File: src/rtl/demux4_router_pkg.sv
// demux_pkg: shared channel count, select type and per-channel state encoding for demux4_router
package demux_pkg;
  localparam int NUM_CH = 4;
  typedef logic [1:0] chan_sel_t;
  typedef enum logic {CH_EMPTY, CH_FULL} chan_st_t;
endpackage

File: src/rtl/demux_chan_buf.sv
// demux_chan_buf: one-entry valid/ready holding register; DEMUX_COUNT_EN adds a completed-output counter
module demux_chan_buf
  import demux_pkg::*;
#(
  parameter int WIDTH = 32,
  parameter int CNT_W = 16
) (
  input  logic             clk,
  input  logic             rst,
  input  logic             load,
  input  logic [WIDTH-1:0] in_data,
  input  logic             out_ready,
  output logic [WIDTH-1:0] out_data,
  output logic             out_valid
`ifdef DEMUX_COUNT_EN
  ,
  output logic [CNT_W-1:0] cnt
`endif
);
  chan_st_t st, st_nxt;
  always_ff @(posedge clk) begin
    st <= rst ? CH_EMPTY : st_nxt;
    if (rst) out_data <= '0;
    else if (load) out_data <= in_data;
  end
  always_comb begin
    st_nxt = st;
    st_nxt = load ? CH_FULL : (st == CH_FULL && out_ready) ? CH_EMPTY : st;
  end
  assign out_valid = st == CH_FULL;
`ifdef DEMUX_COUNT_EN
  always_ff @(posedge clk) begin
    if (rst) cnt <= '0;
    else if (out_valid && out_ready) cnt <= cnt + 1'b1;
  end
`endif
endmodule

File: src/rtl/demux4_router.sv
// demux4_router: 1-to-4 registered valid/ready router steering one stream by in_sel;
// DEMUX_COUNT_EN adds the per-channel xfer_cnt counters
module demux4_router
  import demux_pkg::*;
#(
  parameter int WIDTH = 32,
  parameter int CNT_W = 16
) (
  input  logic                          clk,
  input  logic                          rst,
  input  logic [WIDTH-1:0]              in_data,
  input  chan_sel_t                     in_sel,
  input  logic                          in_valid,
  output logic                          in_ready,
  output logic [NUM_CH-1:0][WIDTH-1:0]  out_data,
  output logic [NUM_CH-1:0]             out_valid,
  input  logic [NUM_CH-1:0]             out_ready
`ifdef DEMUX_COUNT_EN
  ,
  output logic [NUM_CH-1:0][CNT_W-1:0]  xfer_cnt
`endif
);
  logic accept;
  assign in_ready = !rst && (!out_valid[in_sel] || out_ready[in_sel]);
  assign accept = in_valid && in_ready;
  for (genvar i = 0; i < NUM_CH; i++) begin : g_ch
    demux_chan_buf #(.WIDTH(WIDTH), .CNT_W(CNT_W)) u_buf (
      .clk(clk),
      .rst(rst),
      .load(accept && in_sel == chan_sel_t'(i)),
      .in_data(in_data),
      .out_ready(out_ready[i]),
      .out_data(out_data[i]),
      .out_valid(out_valid[i])
`ifdef DEMUX_COUNT_EN
      ,
      .cnt(xfer_cnt[i])
`endif
    );
  end
endmodule
File: config.mk
export PLATFORM = sky130hd
export DESIGN_NAME = demux4_router
export DESIGN_NICKNAME = d
export VERILOG_FILES = /design/src/rtl/demux4_router_pkg.sv /design/src/rtl/demux_chan_buf.sv /design/src/rtl/demux4_router.sv
export SDC_FILE = /design/constraint.sdc
export NUM_CORES = 1
export LEC_CHECK = 0
export ABC_AREA = 1
export BUFFER_PORTS_ARGS = -buffer_cell sky130_fd_sc_hd__buf_4
export CAP_MARGIN = 5
export CORE_MARGIN = 8
export CORE_UTILIZATION = 35
export DETAILED_ROUTE_END_ITERATION = 10
export GPL_TIMING_DRIVEN = 0
export PLACE_DENSITY = 0.66
export SLEW_MARGIN = 25
export SYNTH_ARGS = -nofsm -noshare
export SYNTH_HDL_FRONTEND = slang
export SYNTH_SLANG_ARGS = --single-unit
export TNS_END_PERCENT = 1
File: constraint.sdc
create_clock -name clk -period 1.51 [get_ports clk]
set_input_delay 0 -clock clk [delete_from_list [all_inputs] [get_ports clk]]
set_output_delay 0 -clock clk [all_outputs]
set_load 0.01 [all_outputs]
### Yosys cells after proc, flatten, opt, wreduce, memory -nomap -nowiden

Index checks and enable logic that the tools add are counted.

| storage, ports and cells | value |
|---|---|
| register bits after elaboration | 132 |
| latch bits | 0 |
| memory bits (writable) | 0 |
| bits in read-only memories | 0 |
| input bits | 41 |
| output and inout port bits | 133 |
| logic and storage cells | 42 |
| memories kept | 0 |

| operators by class | value |
|---|---|
| $add $sub $neg | 0 |
| multipliers | 0 |
| divide/modulo/power cells | 0 |
| order comparisons | 1 |
| equal/unequal tests | 3 |
| shift operators | 0 |
| multiplexer cells | 12 |
| bitwise logic cells | 0 |
| reductions and logical operators | 18 |

Operator list:

| operator | number |
|---|---|
| logical AND 1 bit | 10 |
| 2-to-1 mux 1 bit | 10 |
| nonzero test 2 bit | 4 |
| binary-select mux 1 bit (select 2 bit) | 2 |
| == test 2 bit (second input constant) | 2 |
| < comparator 2 x 3 -> 1 bit (second input constant) | 1 |
| == test 2 x 1 -> 1 bit (second input constant) | 1 |
| logical NOT 1 bit | 2 |
| logical NOT 2 bit | 1 |
| logical OR 1 bit | 1 |

### Logic depth before layout (Yosys ltp)

| logic depth | value |
|---|---|
| depth after elaboration | 8 |
| gate-level depth with buffers | 13 |
| depth with buffers taken out | 10 |

### By module

Synthesis repeated with hierarchy kept, for this count alone.

| second synthesis, totals | value |
|---|---|
| cells, all modules | 604 |
| area, all modules | 4748.3 µm² |

By module, submodules not included:

| module | times used | cells each | area each (µm²) | seq. area each (µm²) |
|---|---|---|---|---|
| demux_chan_buf | 4 | 143 | 1152.4 | 660.6 |
| demux4_router | 1 | 32 | 138.9 | 0.0 |

### Worst setup path before layout

OpenSTA, ideal clock, no wires.

| timing | value |
|---|---|
| kind | register -> register |
| start point | register g_ch[2].u_buf.st |
| end point | register g_ch[0].u_buf.out_data[21] |
| setup time | 0.113 ns |
| arrival | 1.138 ns |
| required time | 1.397 ns |
| slack | 0.259 ns |
| cell stages (with the launch flop) | 11 |
| buffers on the path | 2 |
| period minus slack after synthesis | 1.251 ns |
| path through | dfxtp_1 > nand2_1 > nand2_1 > nand2_1 > nand2_1 > nand2_4 > nand4_2 > buf_6 > buf_4 > nor2_1 > nor2_1 |

| between the ends | value |
|---|---|
| longest elaborated chain between the ends | 7 |

Ends and longest elaborated chain:

| what | RTL line | RTL |
|---|---|---|
| start: declaration | demux_chan_buf.sv:20 | `chan_st_t st, st_nxt;` |
| start signal: assignment | demux_chan_buf.sv:22 | `st <= rst ? CH_EMPTY : st_nxt;` |
| binary-select mux 1 bit (select 2 bit) | demux4_router.sv:24 | `assign in_ready = !rst && (!out_valid[in_sel] \|\| out_ready[in_sel]);` |
| 2-to-1 mux 1 bit (not written as such) | demux4_router.sv:24 |  |
| logical NOT 1 bit | demux4_router.sv:24 |  |
| logical OR 1 bit | demux4_router.sv:24 |  |
| logical AND 1 bit | demux4_router.sv:24 |  |
| logical AND 1 bit | demux4_router.sv:25 | `assign accept = in_valid && in_ready;` |
| logical AND 1 bit | demux4_router.sv:30 | `.load(accept && in_sel == chan_sel_t'(i)),` |
| end signal: assignment | demux_chan_buf.sv:24 | `else if (load) out_data <= in_data;` |
| end: declaration | demux_chan_buf.sv:13 | `output logic [WIDTH-1:0] out_data,` |

No other way between the ends. The select of a mux whose other input is x is not followed.
A chain may end at the register's enable or synchronous reset.

### Final worst setup path

| timing | value |
|---|---|
| start point | register g_ch[2].u_buf.st |
| end point | register g_ch[1].u_buf.out_data[5] |

| between the ends | value |
|---|---|
| longest elaborated chain between the ends | 7 |

Ends and longest elaborated chain:

| what | RTL line |
|---|---|
| binary-select mux 1 bit (select 2 bit) | demux4_router.sv:24 |
| 2-to-1 mux 1 bit (not written as such) | demux4_router.sv:24 |
| logical NOT 1 bit | demux4_router.sv:24 |
| logical OR 1 bit | demux4_router.sv:24 |
| logical AND 1 bit | demux4_router.sv:24 |
| logical AND 1 bit | demux4_router.sv:25 |
| logical AND 1 bit | demux4_router.sv:30 |
| end signal: assignment | demux_chan_buf.sv:24 |
| end: declaration | demux_chan_buf.sv:13 |

No other way between the ends. The select of a mux whose other input is x is not followed.

==> flow_metrics.tcl <==
set metrics [dict create \
    grt_pass1_wl_um 28600 \
    holdCritPathClass "in -> reg" \
    synthDistinctLibCells 15 \
    grtUsageTotal 0.181 \
    setup_tns_ns 0 \
    slew_headroom 0.571 \
    clockBufferDepth 2 \
    core_sq_um 15800 \
    antenna_found_initial 0 \
    yosys_warnings 0 \
    final_hold_viol_count 0 \
    routed_wl_um 17800 \
    fin_nets 1131 \
    critPathArrivalTime_ns 1.69 \
    grt_pass1_vias 5480 \
    crit_required_ns 1.81 \
    synth-seq-cells 132 \
    ant_nets 0 \
    start_kind "flop" \
    avgRoutedWirePerCell_um 13.5 \
    clk_pin_slew_ns 0.06 \
    grt_max_degree 17 \
    hold_slack_ns 0.167 \
    drt_iter0_markers 234 \
    dp_hpwl_um 12700 \
    syn_inst 861 \
    max_freq_mhz 722 \
    use_met1 0.212 \
    rsz0062_at_grt "true" \
    cap_violations 0 \
    cts_num_sinks 132 \
    vias_per_cell 4.13 \
    path_max_fanout 10 \
    worstMarginPinSlew_ns 0.643 \
    cpPeakStageDelay_ns 0.33 \
    grt_use_met3 0.0530 \
    die_area_sq_um 20300 \
    fp-row-count 46 \
    min_period_ns 1.39 \
    ctsHtreeMaxLevel 4 \
    avgSynthCellArea_sq_um 6.51 \
    cp-end-kind "flop" \
    p_total_mw 8.64 \
    use_met2 0.308 \
    clock_latency_ns 0.41 \
    drt_pass1_iterations 4 \
    worstSetupPathType "reg -> reg" \
    drc 0 \
    vias 5443 \
    start_util 0.356 \
    drv_slew 0 \
    cts_tree "built" \
    synth_area_sq_um 5610 \
    cts-root-buf "clkbuf_16" \
    path_common_cell "nand2_1" \
    die_x_um 143 \
    ios 174 \
    critPathSlowestCell "dfxtp_2" \
    numCtsBuffers 17 \
    setup_viol 0 \
    status "complete, no violations" \
    area_growth_pct 46.1 \
    ir_drop_mv 0.694 \
    power_per_cell_area_nw_per_um2 1050 \
    routabilityCongestion 0.766 \
    grt_busiest_layer "met2" \
    final_layout_size_suffix_gt1_frac 0.232 \
    overflow 0 \
    clock-skew-final_ns 0.00889 \
    seq_area_frac_synth 0.471 \
    p_leak_nw 4.63 \
    post-route-util 0.519 \
    n_antenna_cell 0 \
    fin_crit_sh 0.917 \
    path_cells "nand2_1 > nand2_1 > nand2_1 > nand2_2 > nand2_4 > nand4_2 > buf_6 > buf_4 > nor2_1 > nor2_1" \
    synth_nets 902 \
    die_y_um 143 \
    port_buffers 172 \
]
## state kept, by name (all words and copies together) (netlist names)
| register | flops |
|---|---|
| g_ch.u_buf.out_valid | 4 |
| g_ch.u_buf.out_data | 128 |
## cell usage in the layout (no fill, tap or decap), types with 5 or more instances in the layout
master         instances
nand2_1              272
nor2_1               248
buf_4                181
inv_1                134
dfxtp_1              130
dlygate4sd3_1         37
clkbuf_1              18
buf_6                 17
clkbuf_16             17
nor2_2                11
a21oi_1                5
## final timing paths
check	start	to	slack, ns	cells past startpoint
hold reg to reg	g_ch[1].u_buf.out_valid	g_ch[1].u_buf.out_valid	0.48	2
setup reg to reg	g_ch[2].u_buf.out_valid	g_ch[1].u_buf.out_data[5]	0.12	10
setup / recovery	g_ch[2].u_buf.out_valid	g_ch[1].u_buf.out_data[5]	0.12	10
hold / removal	in_valid	g_ch[1].u_buf.out_data[1]	0.17	6
## Yosys cell counts
library cell / count / area [sq um]
buf_4: 15 / 113
buf_2: 4 / 20.0
nor2_4: 1 / 11.3
inv_2: 2 / 7.51
inv_1: 134 / 503
nor2_1: 258 / 968
nand3_1: 3 / 15.0
nand4_2: 4 / 50.1
buf_6: 14 / 158
nand2_4: 1 / 11.3
a21oi_1: 5 / 25.0
dfxtp_1: 132 / 2640
clkbuf_1: 14 / 52.6
nand2_1: 273 / 1020
nor2_2: 1 / 6.26
## metal layers
metal	part of all wire	up-vias
li1	-	2896
met1	0.44	2392
met2	0.48	138
met5	0	-
met4	0.014	0
met3	0.069	17
## final cells by class
type / instances / area, sq um
plain buffers: 47 / 384
inverters: 136 / 510
multi-input cells: 546 / 2140
clock inverters: 9 / 104
well taps: 216 / 270
flip-flops and latches: 132 / 2650
fillers: 1605 / 7580
clock buffers: 23 / 468
repair buffers: 210 / 1670
## through the flow
stage          setup WS, ns  cell area, sq um  std cells
2_1_floorplan         0.259              5610        861
3_3_place_gp         -0.147              7170       1249
3_5_place_dp         -0.148              7170       1249
4_1_cts              0.0670              8110       1318
5_1_grt             -0.0454              8190       1319
6_report              0.125              8190       1319
## cell families (layout without fill, tap and decap cells)
group,after synthesis,after routing,synth area share
flops,132,132,0.471
simple gates,541,541,0.372
buf+inv,183,425,0.152
compound gates,5,5,0.00446
## report_power, final
part	leakage (nW)	switching, mW	internal, mW
Clock	0.277	1.49	2.51
Combinational	3.28	0.519	0.442
Sequential	1.07	0.0676	3.61
## worst max-delay path, delay by kind of cell (launching register included)
kind / cells / cell delay, ns
buffers and inverters: 2 / 0.36
flip-flops: 1 / 0.33
AND/OR/NAND/NOR: 8 / 0.57
## timing repair
item / 4_1_cts / 5_1_grt
endpoints found under the hold margin: 132 / 0
buffers inserted: 0 / 1
gates resized for setup: 0 / 24
setup endpoints to repair: 0 / 118
hold buffers: 37 / 0
(Power assumes the default switching activity.)
